==> src/rtl/pipe_pkg.sv <==
// Shared definitions for the parametrised pipeline stage register: occupancy
// encodings, default payload width and the NOP payload used on IF/ID flush.
package pipe_pkg;

    typedef logic [1:0] occ_t;

    localparam occ_t OCC_EMPTY = 2'd0;
    localparam occ_t OCC_ONE   = 2'd1;
    localparam occ_t OCC_FULL  = 2'd2;

    localparam int unsigned DATA_W_DEF = 64;

    // RV32I canonical NOP (addi x0, x0, 0) in the instruction half, PC half zero.
    localparam logic [31:0]            RV_NOP         = 32'h0000_0013;
    localparam logic [DATA_W_DEF-1:0]  IFID_FLUSH_VAL = {32'h0000_0000, RV_NOP};

endpackage

==> src/rtl/sat_counter.sv <==
// Saturating up-counter with synchronous clear; holds at all-ones instead of wrapping.
module sat_counter #(
    parameter int unsigned CNT_W = 16
) (
    input  logic             clk,
    input  logic             rst,
    input  logic             inc,
    input  logic             clear,
    output logic [CNT_W-1:0] cnt
);

    logic [CNT_W-1:0] r_cnt;

    always_ff @(posedge clk or posedge rst) begin
        if (rst) begin
            r_cnt <= '0;
        end else if (clear) begin
            r_cnt <= '0;
        end else if (inc && (r_cnt != '1)) begin
            r_cnt <= r_cnt + {{(CNT_W-1){1'b0}}, 1'b1};
        end
    end

    assign cnt = r_cnt;

endmodule

==> src/rtl/pipe_stage_reg.sv <==
// Valid/ready pipeline stage with a two-entry skid buffer (registered in_ready),
// freeze/flush controls and saturating stall/flush event counters.
module pipe_stage_reg
    import pipe_pkg::*;
#(
    parameter int unsigned       DATA_W    = DATA_W_DEF,
    parameter logic [DATA_W-1:0] RST_VAL   = '0,
    parameter logic [DATA_W-1:0] FLUSH_VAL = '0,
    parameter int unsigned       CNT_W     = 16
) (
    input  logic              clk,
    input  logic              rst,
    input  logic              freeze,
    input  logic              flush,
    input  logic              in_valid,
    input  logic [DATA_W-1:0] in_data,
    output logic              in_ready,
    output logic              out_valid,
    output logic [DATA_W-1:0] out_data,
    input  logic              out_ready,
    output logic [CNT_W-1:0]  stall_cnt,
    output logic [CNT_W-1:0]  flush_cnt
);

    logic              r_main_v, r_skid_v, r_in_ready_q;
    logic [DATA_W-1:0] r_main_d, r_skid_d;

    logic              w_main_v_d, w_skid_v_d;
    logic [DATA_W-1:0] w_main_d_d, w_skid_d_d;
    logic              w_acc, w_pop, w_stall_inc;
    occ_t              w_occ;

    assign in_ready  = r_in_ready_q & ~freeze;
    assign out_valid = r_main_v & ~freeze;
    assign out_data  = r_main_d;

    assign w_acc = in_valid & in_ready;
    assign w_pop = out_valid & out_ready;
    assign w_occ = !r_main_v ? OCC_EMPTY : (r_skid_v ? OCC_FULL : OCC_ONE);

    always_comb begin
        w_main_v_d = r_main_v;
        w_skid_v_d = r_skid_v;
        w_main_d_d = r_main_d;
        w_skid_d_d = r_skid_d;
        if (flush) begin
            w_main_v_d = 1'b0;
            w_skid_v_d = 1'b0;
            w_main_d_d = FLUSH_VAL;
            w_skid_d_d = FLUSH_VAL;
        end else if (!freeze) begin
            unique case (w_occ)
                OCC_EMPTY: begin
                    if (w_acc) begin
                        w_main_v_d = 1'b1;
                        w_main_d_d = in_data;
                    end
                end
                OCC_ONE: begin
                    if (w_acc && w_pop) begin
                        w_main_d_d = in_data;
                    end else if (w_acc) begin
                        w_skid_v_d = 1'b1;
                        w_skid_d_d = in_data;
                    end else if (w_pop) begin
                        w_main_v_d = 1'b0;
                    end
                end
                OCC_FULL: begin
                    // in_ready is low here, so only a pop can occur
                    if (w_pop) begin
                        w_main_d_d = r_skid_d;
                        w_skid_v_d = 1'b0;
                    end
                end
                default: ;
            endcase
        end
    end

    always_ff @(posedge clk or posedge rst) begin
        if (rst) begin
            r_main_v     <= 1'b0;
            r_skid_v     <= 1'b0;
            r_main_d     <= RST_VAL;
            r_skid_d     <= RST_VAL;
            r_in_ready_q <= 1'b1;
        end else begin
            r_main_v     <= w_main_v_d;
            r_skid_v     <= w_skid_v_d;
            r_main_d     <= w_main_d_d;
            r_skid_d     <= w_skid_d_d;
            r_in_ready_q <= ~w_skid_v_d;
        end
    end

    assign w_stall_inc = !flush && (freeze || (out_valid && !out_ready));

    sat_counter #(
        .CNT_W (CNT_W)
    ) u_stall_cnt (
        .clk   (clk),
        .rst   (rst),
        .inc   (w_stall_inc),
        .clear (1'b0),
        .cnt   (stall_cnt)
    );

    sat_counter #(
        .CNT_W (CNT_W)
    ) u_flush_cnt (
        .clk   (clk),
        .rst   (rst),
        .inc   (flush),
        .clear (1'b0),
        .cnt   (flush_cnt)
    );

endmodule

==> config.mk <==
export PLATFORM = sky130hd
export DESIGN_NAME = pipe_stage_reg
export DESIGN_NICKNAME = d
export VERILOG_FILES = /design/src/rtl/pipe_pkg.sv /design/src/rtl/sat_counter.sv /design/src/rtl/pipe_stage_reg.sv
export SDC_FILE = /design/constraint.sdc
export NUM_CORES = 1
export LEC_CHECK = 0
export ABC_AREA = 1
export CAP_MARGIN = 20
export CORE_MARGIN = 4
export CORE_UTILIZATION = 50
export DETAILED_ROUTE_END_ITERATION = 16
export GPL_ROUTABILITY_DRIVEN = 0
export GPL_TIMING_DRIVEN = 0
export MAX_ROUTING_LAYER = met4
export PLACE_DENSITY = 0.78
export SETUP_SLACK_MARGIN = 0.5
export SYNTH_ARGS = -nofsm -noshare
export SYNTH_HDL_FRONTEND = slang
export SYNTH_HIERARCHICAL = 1
export SYNTH_SLANG_ARGS = --single-unit
==> constraint.sdc <==
create_clock -name clk -period 7 [get_ports clk]
set_input_delay 1.75 -clock clk [delete_from_list [all_inputs] [get_ports clk]]
set_output_delay 1.75 -clock clk [all_outputs]
set_load 0.1 [all_outputs]
==> flow_summary.json <==
{
  "synth.distinct_cells": 30,
  "synth_warnings": 6,
  "hold_viol_final": 0,
  "drive_gt1_share_pct": 8.21,
  "dieHeight_um": 138,
  "drc": 0,
  "drt_iter0_markers": 648,
  "crit_required_ns": 5.25,
  "cts_num_sinks": 163,
  "ys_dominant_reg_cell": "dfrtp_1",
  "worstMarginPinSlew_ns": 1.07,
  "postCtsSetupBuffers": 0,
  "core_area_um2": 16500,
  "path_buf_inv": 4,
  "final_cell_mix": "nand2_1 (497), clkdlybuf4s50_1 (167), dfrtp_1 (162)",
  "via_per_inst": 5.24,
  "postCtsHoldBufs": 0,
  "final_common_cell": "nand2_1",
  "ant_nets": 0,
  "synth_area_leaders": "dfrtp_1 (48%), nand2_1 (22%), nand3_1 (9.5%)",
  "root_buffer": "clkbuf_16",
  "rows": 47,
  "grt_start_max_net_pins": 97,
  "fmax_mhz": 189,
  "first_pass_iters": 5,
  "crit_arrival_ns": 3.53,
  "timing.critical_path.mode_cell": "clkdlybuf4s50_1",
  "antenna_found_initial": 1,
  "hp-class": "flip-flop to flip-flop",
  "clk_latency_ns": 0.44,
  "port_buffers": 167,
  "setup_violations": 0,
  "gr-total-overflow": 0,
  "slowest_delay_ns": 1.13,
  "fin_skew_ns": 0.0119,
  "synthArstFlopShare_pct": 100,
  "ys_ff_latch": 163,
  "drv_cap": 0,
  "worst_path_max_delay_cell": "clkdlybuf4s50_1",
  "fin_nets": 1399,
  "synth_edf_count": 0,
  "die-area_um2": 18900,
  "h-tree-depth": 4,
  "drt_wl_total_um": 23500,
  "cp_top_family": "buffers and inverters",
  "ir_worst_vdd_mv": 0.215,
  "cts_buffers": 17,
  "outcome": "completed",
  "maxSlewHeadroom_pct": 28.5,
  "syn2layout_area_growth_pct": 31.7,
  "power_mw": 3.20,
  "final_core_util_pct": 67.0,
  "cts_buffer_depth": 2,
  "grt_first_pass_wirelength_um": 38300,
  "critical_path.max_fanout": 4,
  "netlist_area_um2": 8400,
  "cp-end-kind": "output pin",
  "fin_setup_tns_ns": 0,
  "syn_area_per_cell_um2": 7.43,
  "start_util_pct": 50.9,
  "synth.top_cell.area_share_pct": 48.2,
  "p_leak_nw": 5.62,
  "ios": 168,
  "worstPathCellList": "clkdlybuf4s50_1 > inv_2 > nand2_1 > inv_1 > clkdlybuf4s50_1",
  "rsz0062_at_grt": "no",
  "finalInstanceArea_um2": 11100,
  "via_count": 8178,
  "die_w_um": 138,
  "postSynthCellCount": 1131,
  "dp_hpwl_um": 16400,
  "nFillCells": 1413,
  "post_cts_resized": 0,
  "cts_tree": "built",
  "yosysTopAreaCell": "dfrtp_1",
  "route.detailed.wl_per_inst_um": 15.0,
  "cp-start-kind": "input port",
  "grt_pass1_vias": 7986,
  "place_area_um2": 10400,
  "ys_seq_area_share_pct": 48.5,
  "critPathKind": "input port to output pin",
  "fin_crit_sh_pct": 75.5,
  "finalCriticalPeriod_ns": 5.28,
  "track_usage_pct": 26.3,
  "slew_violations": 0,
  "power.density_nw_per_um2": 289,
  "clkTransAtPathRegs_ns": 0.06
}
-- power breakdown --
group | switching (mW) | leakage (nW) | total [mW] | internal (mW)
clock network | 0.386 | 0.309 | 1.02 | 0.630
registers | 0.0526 | 2.20 | 1.08 | 1.03
logic | 0.839 | 3.11 | 1.10 | 0.260
-- cells in the mapped netlist, types with 2 or more instances --
cell type / number
nand2_1: 497
dfrtp_1: 162
nand3_1: 159
nor2_1: 60
a21oi_1: 54
inv_1: 44
buf_2: 30
nand4_1: 22
o21ai_0: 18
buf_4: 14
clkbuf_1: 10
buf_6: 9
nor2_4: 9
nand2_2: 5
buf_1: 4
nand3b_1: 4
xor2_1: 4
clkinv_1: 3
inv_2: 3
nand2_4: 3
nor2_2: 3
a31oi_1: 2
ha_1: 2
nor3_1: 2
o21ai_1: 2
xnor2_1: 2
-- through the flow --
stage / instances / setup WS [ns] / hold slack [ns]
global placement: 1527 / -0.116 / 0.452
CTS: 1560 / 1.72 / 0.473
global route: 1561 / 1.68 / 0.489
finish: 1561 / 1.72 / 0.469
detailed placement: 1528 / 1.72 / 0.458
floorplan: 1140 / 1.75 / 0.473
-- cell families (layout without fill, tap and decap cells) --
| kind of cell | after synthesis | count (layout) | synth area share (%) |
|---|---|---|---|
| AOI/OAI and AO/OA | 77 | 77 | 4.64 |
| xor gates and xnor gates | 6 | 6 | 0.625 |
| adders and majority gates | 2 | 2 | 0.298 |
| buffers and inverters | 118 | 318 | 7.18 |
| DFF | 163 | 163 | 48.5 |
| other | 1 | 11 | 0.0446 |
| and+or+nand+nor | 764 | 764 | 38.7 |
-- metal layers --
layer	GRT usage, %	vias to the layer above	share of wire, %
li1	-	3987	-
met1	33.6	3822	42
met2	41.5	340	48
met3	6.72	29	8.3
met4	7.59	0	1.5
met5	-	-	0
-- path summary, 6_finish.rpt --
check	from	end	slack, ns	cells past startpoint
max	freeze	out_valid	1.72	5
max reg2reg	r_main_v	u_stall_cnt/cnt[13]	5.00	7
min in group asynchronous	rst	out_data[50]	1.75	2
min	out_data[12]	out_data[12]	0.47	2
min reg2reg	out_data[12]	out_data[12]	0.47	2
max in group asynchronous	rst	r_in_ready_q	4.46	3
-- registers in the layout (all words and copies together) (netlist names) --
signal           count
out_data            64
r_skid_d            64
u_flush_cnt/cnt     16
u_stall_cnt/cnt     16
r_in_ready_q         1
r_main_v             1
r_skid_v             1
-- worst min-delay path: stages (launching register included) --
cell     delay (ns)
dfrtp_1        0.34
nand2_1        0.05
nand2_1        0.04
-- layout make-up --
cell class | instances | area (um2) | share of cell area, %
Sequential cell | 163 | 4080 | 36.9
Multi-Input combinational cell | 859 | 3750 | 33.9
Timing Repair Buffer | 168 | 1700 | 15.4
Clock buffer | 22 | 474 | 4.28
Buffer | 67 | 409 | 3.70
Tap cell | 220 | 275 | 2.49
Inverter | 51 | 199 | 1.80
Clock inverter | 10 | 173 | 1.56
Antenna cell | 1 | 2.50 | 0.0226
Note: power is estimated with default switching activity, not from simulation.
